==> src/rtl/pla__ts10_pkg.sv <==
// Purpose: shared widths, FSM state type and helpers for the rotate sequencer.
//   rails(step) : dual-rail select pattern {~step, step} placed above the data word
//   rotl16      : reference 16-bit left rotate
package pla__ts10_pkg;

  localparam int unsigned DATA_W = 16;
  localparam int unsigned AMT_W  = 4;
  localparam int unsigned SEL_W  = 3;
  localparam int unsigned RAIL_W = 22;
  localparam int unsigned PASS_W = 2;

  typedef enum logic [1:0] {
    IDLE  = 2'd0,
    ISSUE = 2'd1,
    DONE  = 2'd2
  } state_e;

  // Complement rail on top, true rail below; 000/000 is the null code.
  function automatic logic [2*SEL_W-1:0] rails(input logic [SEL_W-1:0] step);
    return {~step, step};
  endfunction

  function automatic logic [DATA_W-1:0] rotl16(input logic [DATA_W-1:0] data,
                                               input logic [AMT_W-1:0]  amt);
    logic [2*DATA_W-1:0] dd;
    dd = {data, data} << amt;
    return dd[2*DATA_W-1:DATA_W];
  endfunction

endpackage

==> src/rtl/pla__ts10_rot_seq_if.sv <==
// Purpose: request/response handshake bundle of the rotate sequencer.
//   in_valid/in_ready/in_data/in_amt        : request channel
//   out_valid/out_ready/out_data/out_passes : response channel
//   master = requester/consumer side, slave = sequencer side.
interface pla__ts10_rot_seq_if;
  import pla__ts10_pkg::*;

  logic              in_valid;
  logic              in_ready;
  logic [DATA_W-1:0] in_data;
  logic [AMT_W-1:0]  in_amt;
  logic              out_valid;
  logic              out_ready;
  logic [DATA_W-1:0] out_data;
  logic [PASS_W-1:0] out_passes;

  modport master (
    output in_valid, in_data, in_amt, out_ready,
    input  in_ready, out_valid, out_data, out_passes
  );

  modport slave (
    input  in_valid, in_data, in_amt, out_ready,
    output in_ready, out_valid, out_data, out_passes
  );

endinterface

==> src/rtl/pla__ts10_step_sel.sv <==
// Purpose: pick the next rotate step from the remaining amount (combinational).
//   i_rem          : remaining rotate amount
//   o_step_c       : min(i_rem, MAX_STEP)
//   o_rem_next_c   : i_rem - o_step_c (never underflows)
//   o_last_c       : this pass finishes the rotation
module pla__ts10_step_sel
  import pla__ts10_pkg::*;
#(
  parameter int unsigned MAX_STEP = 7
) (
  input  logic [AMT_W-1:0] i_rem,
  output logic [SEL_W-1:0] o_step_c,
  output logic [AMT_W-1:0] o_rem_next_c,
  output logic             o_last_c
);

  localparam logic [AMT_W-1:0] MAX_A = AMT_W'(MAX_STEP);

  logic w_clip;

  always_comb begin
    w_clip       = (i_rem > MAX_A);
    // Unclipped i_rem is <= MAX_STEP <= 7, so the low bits hold it exactly.
    o_step_c     = w_clip ? SEL_W'(MAX_STEP) : i_rem[SEL_W-1:0];
    o_rem_next_c = i_rem - AMT_W'(o_step_c);
    o_last_c     = (o_rem_next_c == '0);
  end

endmodule

==> src/rtl/pla__ts10_rot_seq.sv <==
// Purpose: splits a 0..15 left rotate into passes of at most MAX_STEP through an
//   external 16-bit dual-rail rotator, feeding each result back until done.
//   clk, rst : clock, asynchronous active-high reset
//   bus      : request/response handshake (slave side)
//   rot_x    : to rotator, {~step, step, data}; all zero outside ISSUE
//   rot_z    : rotator result, combinational from rot_x
// MAX_STEP must be 5..7 so that at most three passes fit in out_passes.
module pla__ts10_rot_seq
  import pla__ts10_pkg::*;
#(
  parameter int unsigned MAX_STEP = 7
) (
  input  logic                clk,
  input  logic                rst,
  pla__ts10_rot_seq_if.slave  bus,
  output logic [RAIL_W-1:0]   rot_x,
  input  logic [DATA_W-1:0]   rot_z
);

  state_e            r_state;
  logic [DATA_W-1:0] r_data;
  logic [AMT_W-1:0]  r_rem;
  logic [PASS_W-1:0] r_passes;
  logic              r_in_ready;
  logic              r_out_valid;
  logic [DATA_W-1:0] r_out_data;
  logic [PASS_W-1:0] r_out_passes;

  logic [SEL_W-1:0]  w_step;
  logic [AMT_W-1:0]  w_rem_next;
  logic              w_last;

  pla__ts10_step_sel #(
    .MAX_STEP (MAX_STEP)
  ) u_step_sel (
    .i_rem        (r_rem),
    .o_step_c     (w_step),
    .o_rem_next_c (w_rem_next),
    .o_last_c     (w_last)
  );

  // Rails are null outside ISSUE so the rotator idles at zero; decoded from
  // state so an async reset clears them immediately.
  always_comb begin
    rot_x = '0;
    if (r_state == ISSUE) begin
      rot_x = {rails(w_step), r_data};
    end
  end

  // Sequencer FSM with registered handshake outputs.
  always_ff @(posedge clk or posedge rst) begin
    if (rst) begin
      r_state      <= IDLE;
      r_data       <= '0;
      r_rem        <= '0;
      r_passes     <= '0;
      r_in_ready   <= 1'b1;
      r_out_valid  <= 1'b0;
      r_out_data   <= '0;
      r_out_passes <= '0;
    end else begin
      case (r_state)
        IDLE: begin
          if (bus.in_valid && r_in_ready) begin
            r_data     <= bus.in_data;
            r_rem      <= bus.in_amt;
            r_passes   <= '0;
            r_in_ready <= 1'b0;
            r_state    <= ISSUE;
          end
        end
        ISSUE: begin
          r_data   <= rot_z;
          r_rem    <= w_rem_next;
          r_passes <= r_passes + PASS_W'(1);
          if (w_last) begin
            r_out_data   <= rot_z;
            r_out_passes <= r_passes + PASS_W'(1);
            r_out_valid  <= 1'b1;
            r_state      <= DONE;
          end
        end
        DONE: begin
          if (bus.out_ready) begin
            r_out_valid <= 1'b0;
            r_in_ready  <= 1'b1;
            r_state     <= IDLE;
          end
        end
        default: begin
          r_state <= IDLE;
        end
      endcase
    end
  end

  assign bus.in_ready   = r_in_ready;
  assign bus.out_valid  = r_out_valid;
  assign bus.out_data   = r_out_data;
  assign bus.out_passes = r_out_passes;

endmodule
==> src/flat_wrapper.sv <==
// flat-port wrapper written by rule: the top's interface ports become plain ports
module pla__ts10_rot_seq_flat import pla__ts10_pkg::*;
#(
  parameter int unsigned MAX_STEP = 7
)
  (clk, rst, rot_x, rot_z, bus_in_valid, bus_in_data, bus_in_amt, bus_out_ready, bus_in_ready, bus_out_valid, bus_out_data, bus_out_passes);
  pla__ts10_rot_seq_if bus_i ();
  input  logic clk;
  input  logic rst;
  output logic [RAIL_W-1:0] rot_x;
  input  logic [DATA_W-1:0] rot_z;
  input wire logic [$bits(bus_i.in_valid)-1:0] bus_in_valid;
  input wire logic [$bits(bus_i.in_data)-1:0] bus_in_data;
  input wire logic [$bits(bus_i.in_amt)-1:0] bus_in_amt;
  input wire logic [$bits(bus_i.out_ready)-1:0] bus_out_ready;
  output wire logic [$bits(bus_i.in_ready)-1:0] bus_in_ready;
  output wire logic [$bits(bus_i.out_valid)-1:0] bus_out_valid;
  output wire logic [$bits(bus_i.out_data)-1:0] bus_out_data;
  output wire logic [$bits(bus_i.out_passes)-1:0] bus_out_passes;
  assign bus_i.in_valid = bus_in_valid;
  assign bus_i.in_data = bus_in_data;
  assign bus_i.in_amt = bus_in_amt;
  assign bus_i.out_ready = bus_out_ready;
  assign bus_in_ready = bus_i.in_ready;
  assign bus_out_valid = bus_i.out_valid;
  assign bus_out_data = bus_i.out_data;
  assign bus_out_passes = bus_i.out_passes;
  pla__ts10_rot_seq #(.MAX_STEP(MAX_STEP)) u_core (.clk(clk), .rst(rst), .bus(bus_i), .rot_x(rot_x), .rot_z(rot_z));
endmodule
==> config.mk <==
export PLATFORM = sky130hd
export DESIGN_NAME = pla__ts10_rot_seq_flat
export DESIGN_NICKNAME = d
export VERILOG_FILES = /design/src/rtl/pla__ts10_pkg.sv /design/src/rtl/pla__ts10_rot_seq_if.sv /design/src/rtl/pla__ts10_step_sel.sv /design/src/rtl/pla__ts10_rot_seq.sv /design/src/flat_wrapper.sv
export SDC_FILE = /design/constraint.sdc
export NUM_CORES = 1
export LEC_CHECK = 0
export ABC_AREA = 0
export CAP_MARGIN = 20
export CORE_UTILIZATION = 44
export DETAILED_ROUTE_END_ITERATION = 8
export GPL_ROUTABILITY_DRIVEN = 0
export GPL_TIMING_DRIVEN = 0
export PLACE_DENSITY = 0.78
export RECOVER_POWER = 100
export SETUP_SLACK_MARGIN = 0.1
export SLEW_MARGIN = 40
export SYNTH_ARGS = -nofsm -noshare
export SYNTH_HDL_FRONTEND = slang
export SYNTH_HIERARCHICAL = 1
export SYNTH_SLANG_ARGS = --single-unit
==> constraint.sdc <==
create_clock -name clk -period 2.1 [get_ports clk]
set_clock_uncertainty 0.1 [all_clocks]
set_input_delay 0.63 -clock clk [delete_from_list [all_inputs] [get_ports clk]]
set_output_delay 0.63 -clock clk [all_outputs]
set_load 0.02 [all_outputs]
==> results.py <==
metrics = {
    "outcome": {
        "status": "finished clean",
    },
    "logic_synthesis": {
        "synth_top_family_by_area": "multiplexers",
        "synthXorXnorAreaFrac_pct": 0.8192,
        "yosysWarnings": 6,
        "synth_cells": 196,
        "synthMuxAreaShare_pct": 18.26,
        "ys_types": 30,
        "synth_simple_gate_area_share_pct": 14.92,
        "yosys.area.top_type_share_pct": 50.32,
        "synth-edff-count": 0,
        "synthesis.nets": 237,
        "async_flop_share_pct": 100.0,
        "synthFlopType": "dfrtp_1",
        "yosys-top-cells-area": "dfrtp_1 (50%), mux2i_1 (9.8%), mux2_2 (8.4%)",
        "syn_area_per_cell_um2": 10.91,
        "synth_compound_area_share_pct": 8.367,
        "ys_seq_area_share_pct": 51.55,
        "synthesis.area_um2": 2138,
        "synth_top_area_cell": "dfrtp_1",
        "synth-adder-area-share_pct": 0.5851,
        "ys_seq_elements": 44,
    },
    "power": {
        "finalPower_uw": 5201,
        "p_per_area_nw_per_um2": 1497,
        "ir_drop_v": 0.0008497,
        "leakage_uw": 0.001509,
    },
    "routing": {
        "route.final.wire_length_mm": 6.879,
        "drt-initial-drc-count": 125,
        "drc": 0,
        "vias": 1967,
        "first_pass_iters": 4,
        "avgViaCountPerCell": 5.464,
        "wl_per_cell_um": 19.11,
        "antenna_left": 0,
    },
    "setup_path": {
        "r2r_end": "u_core/bus.out_data[7]$_DFFE_PP0P_",
        "r2r_cells": 8,
        "critPathMostFrequentCell": "buf_4",
        "ff2ff_setup_slack_ns": 0.02,
        "startpoint_type": "flip-flop",
        "crit_path_end_kind": "flip-flop",
        "regToRegStartpoint": "u_core/r_rem[3]$_DFFE_PP0P_",
        "max_stage_delay_ns": 0.44,
        "crit_fanout": 5,
        "arrival_ns": 2.16,
        "crit_slowest_cell": "dfrtp_1",
        "crit_chain": "buf_4 > nand2b_1 > ha_1 > a21boi_4 > nand3b_1 > buf_4 > buf_6 > mux2_2",
        "path_class": "flip-flop to flip-flop",
        "critical_path_required_ns": 2.18,
    },
    "sta": {
        "finalSetupTns_ns": 0,
        "drv_slew": 0,
        "post-route-period-util_pct": 99.02,
        "slew_headroom_pct": 60.91,
        "worst_slew_pin_slew_ns": 0.5864,
        "min_period_ns": 2.079,
        "setup_slack_ns": 0.02062,
        "hold_violations": 0,
        "fmax_mhz": 480.9,
        "rsz0062_at_grt": "true",
        "setup_viol_count_final": 0,
    },
    "floorplan": {
        "io_pins": 82,
        "initial_core_util_pct": 47.47,
        "core-area_um2": 4504,
        "rows": 24,
        "fp.dieW_um": 71.71,
        "die_area_um2": 5142,
        "die_h_um": 71.71,
    },
    "clocking": {
        "clk_pin_slew_ns": 0.08,
        "cts-root-buf": "clkbuf_8",
        "cts_buffer_depth": 2,
        "worst_skew_pair.late_latency_ns": 0.30,
        "cts_buffers": 5,
        "cts_tree": "done",
        "clock_sinks": 44,
        "hold_buffers": 0,
        "htree_num_levels": 2,
    },
    "worst_hold_path": {
        "hold_class": "flip-flop to flip-flop",
        "hold_start": "u_core/bus.out_data[5]$_DFFE_PP0P_",
        "min_delay_path_depth": 1,
        "hold_end": "u_core/bus.out_data[5]$_DFFE_PP0P_",
    },
    "cells_and_area": {
        "multi_input_area_um2": 1055,
        "nNetsFinal": 348,
        "finalInstanceArea_um2": 3473,
        "fillers": 296,
        "areaGrowthSynthToFinish_pct": 62.43,
        "diodes": 0,
        "seq_area_um2": 1105,
        "final_cell_mix": "dfrtp_1 (41), clkdlybuf4s50_1 (38), buf_6 (26), a21oi_1 (23), nor2_1 (22)",
        "layout-drive-gt1-share_pct": 35.39,
        "mostFrequentLayoutCell": "dfrtp_1",
    },
    "job": {
        "maxCapViolCount": 0,
    },
    "global_route": {
        "track_usage_pct": 24.71,
        "antenna_found_initial": 0,
        "gr-total-overflow": 0,
        "grt_max_degree": 43,
        "grt_pass1_wl_mm": 9.466,
        "grt_pass1_vias": 1839,
    },
    "place": {
        "place_area_um2": 3037,
        "pre_cts_slack_ns": -0.4957,
        "io_buffers": 81,
        "hpwl_mm": 3.847,
    },
}
-- stage by stage --
step | util, % | hold slack, ns | instances
floorplan | - | 0.3620 | 196
global placement | 66.92 | 0.3869 | 329
detailed placement | 67.42 | 0.3833 | 330
CTS | 72.47 | 0.4108 | 349
global route | 77.11 | 0.4271 | 360
finish | 77.11 | 0.4076 | 360
-- state kept, by name, indices dropped and copies added, names as in the netlist --
| register | cells |
|---|---|
| u_core/bus.out_data | 16 |
| u_core/r_data | 16 |
| u_core/r_rem | 4 |
| u_core/bus.out_passes | 2 |
| u_core/r_passes | 2 |
| u_core/r_state | 2 |
| u_core/bus.in_ready | 1 |
| u_core/bus.out_valid | 1 |
-- Yosys cell counts (all sizes together), types with 3 or more instances --
| library cell | n |
|---|---|
| nand2 | 3 |
| o21ai | 5 |
| nand2b | 3 |
| mux2 | 16 |
| mux2i | 21 |
| buf | 6 |
| nor2 | 25 |
| inv | 5 |
| or2 | 3 |
| and3 | 19 |
| dfrtp | 43 |
| a21oi | 23 |
| clkbuf | 8 |
-- layout make-up --
class,instances,area share [%]
Sequential cell,44,31.81
Multi-Input combinational cell,133,30.37
Timing Repair Buffer,105,27.95
Buffer,13,4.683
Clock buffer,8,2.594
Tap cell,52,1.873
Inverter,5,0.7205
-- power by group --
part	switching (µW)	internal (µW)
logic	1530	1550
clock network	279	269
registers	283	1290
total	2090	3110
-- worst max-delay path: cells and delay by family, from the launching register on --
kind,cells,cell delay [ns]
adders and majority gates,1,0.23
DFF,1,0.44
buffers and inverters,3,0.52
and+or+nand+nor,2,0.17
AOI/OAI and AO/OA,1,0.16
muxes,1,0.34
-- kinds of logic (layout without fill, tap and decap cells) --
family                   Yosys count  count (layout)
multiplexers                      37              37
buffers and inverters             19             131
AND/OR/NAND/NOR                   60              60
XOR/XNOR                           2               2
AO/OA/AOI/OAI                     33              33
adder cells (fa/ha/maj)            1               1
flip-flops                        44              44
-- repair_timing --
item / in CTS / in global routing
cloned: 0 / 4
setup endpoints to repair: 37 / 52
setup buffers: 12 / 7
gates resized for setup: 145 / 66
pin swaps: 5 / 9
-- how the worst max path moves through the flow --
| stage | from | to | slack, ns | cells after the start |
|---|---|---|---|---|
| finish | u_core/r_rem[3]$_DFFE_PP0P_ | u_core/bus.out_data[7]$_DFFE_PP0P_ | 0.02 | 8 |
| global placement | rst | u_core/r_rem[0]$_DFFE_PP0P_ | -0.59 | 2 |
| floorplan | u_core/r_state[1]$_DFFE_PP0P_ | rot_x[19] | 0.15 | 4 |
| global route | u_core/r_rem[3]$_DFFE_PP0P_ | u_core/bus.out_data[8]$_DFFE_PP0P_ | -0.01 | 8 |
| CTS | u_core/r_rem[3]$_DFFE_PP0P_ | rot_x[17] | 0.06 | 3 |
| detailed placement | u_core/r_state[0]$_DFFE_PP0P_ | rot_x[20] | -0.50 | 5 |
-- routing by layer --
metal	wire length (µm)	global-route usage [%]
met3	327	5.907
met5	0	0
met2	3558	41.09
met4	135	7.625
met1	2858	32.11
Power figures use the tool's default switching activity.
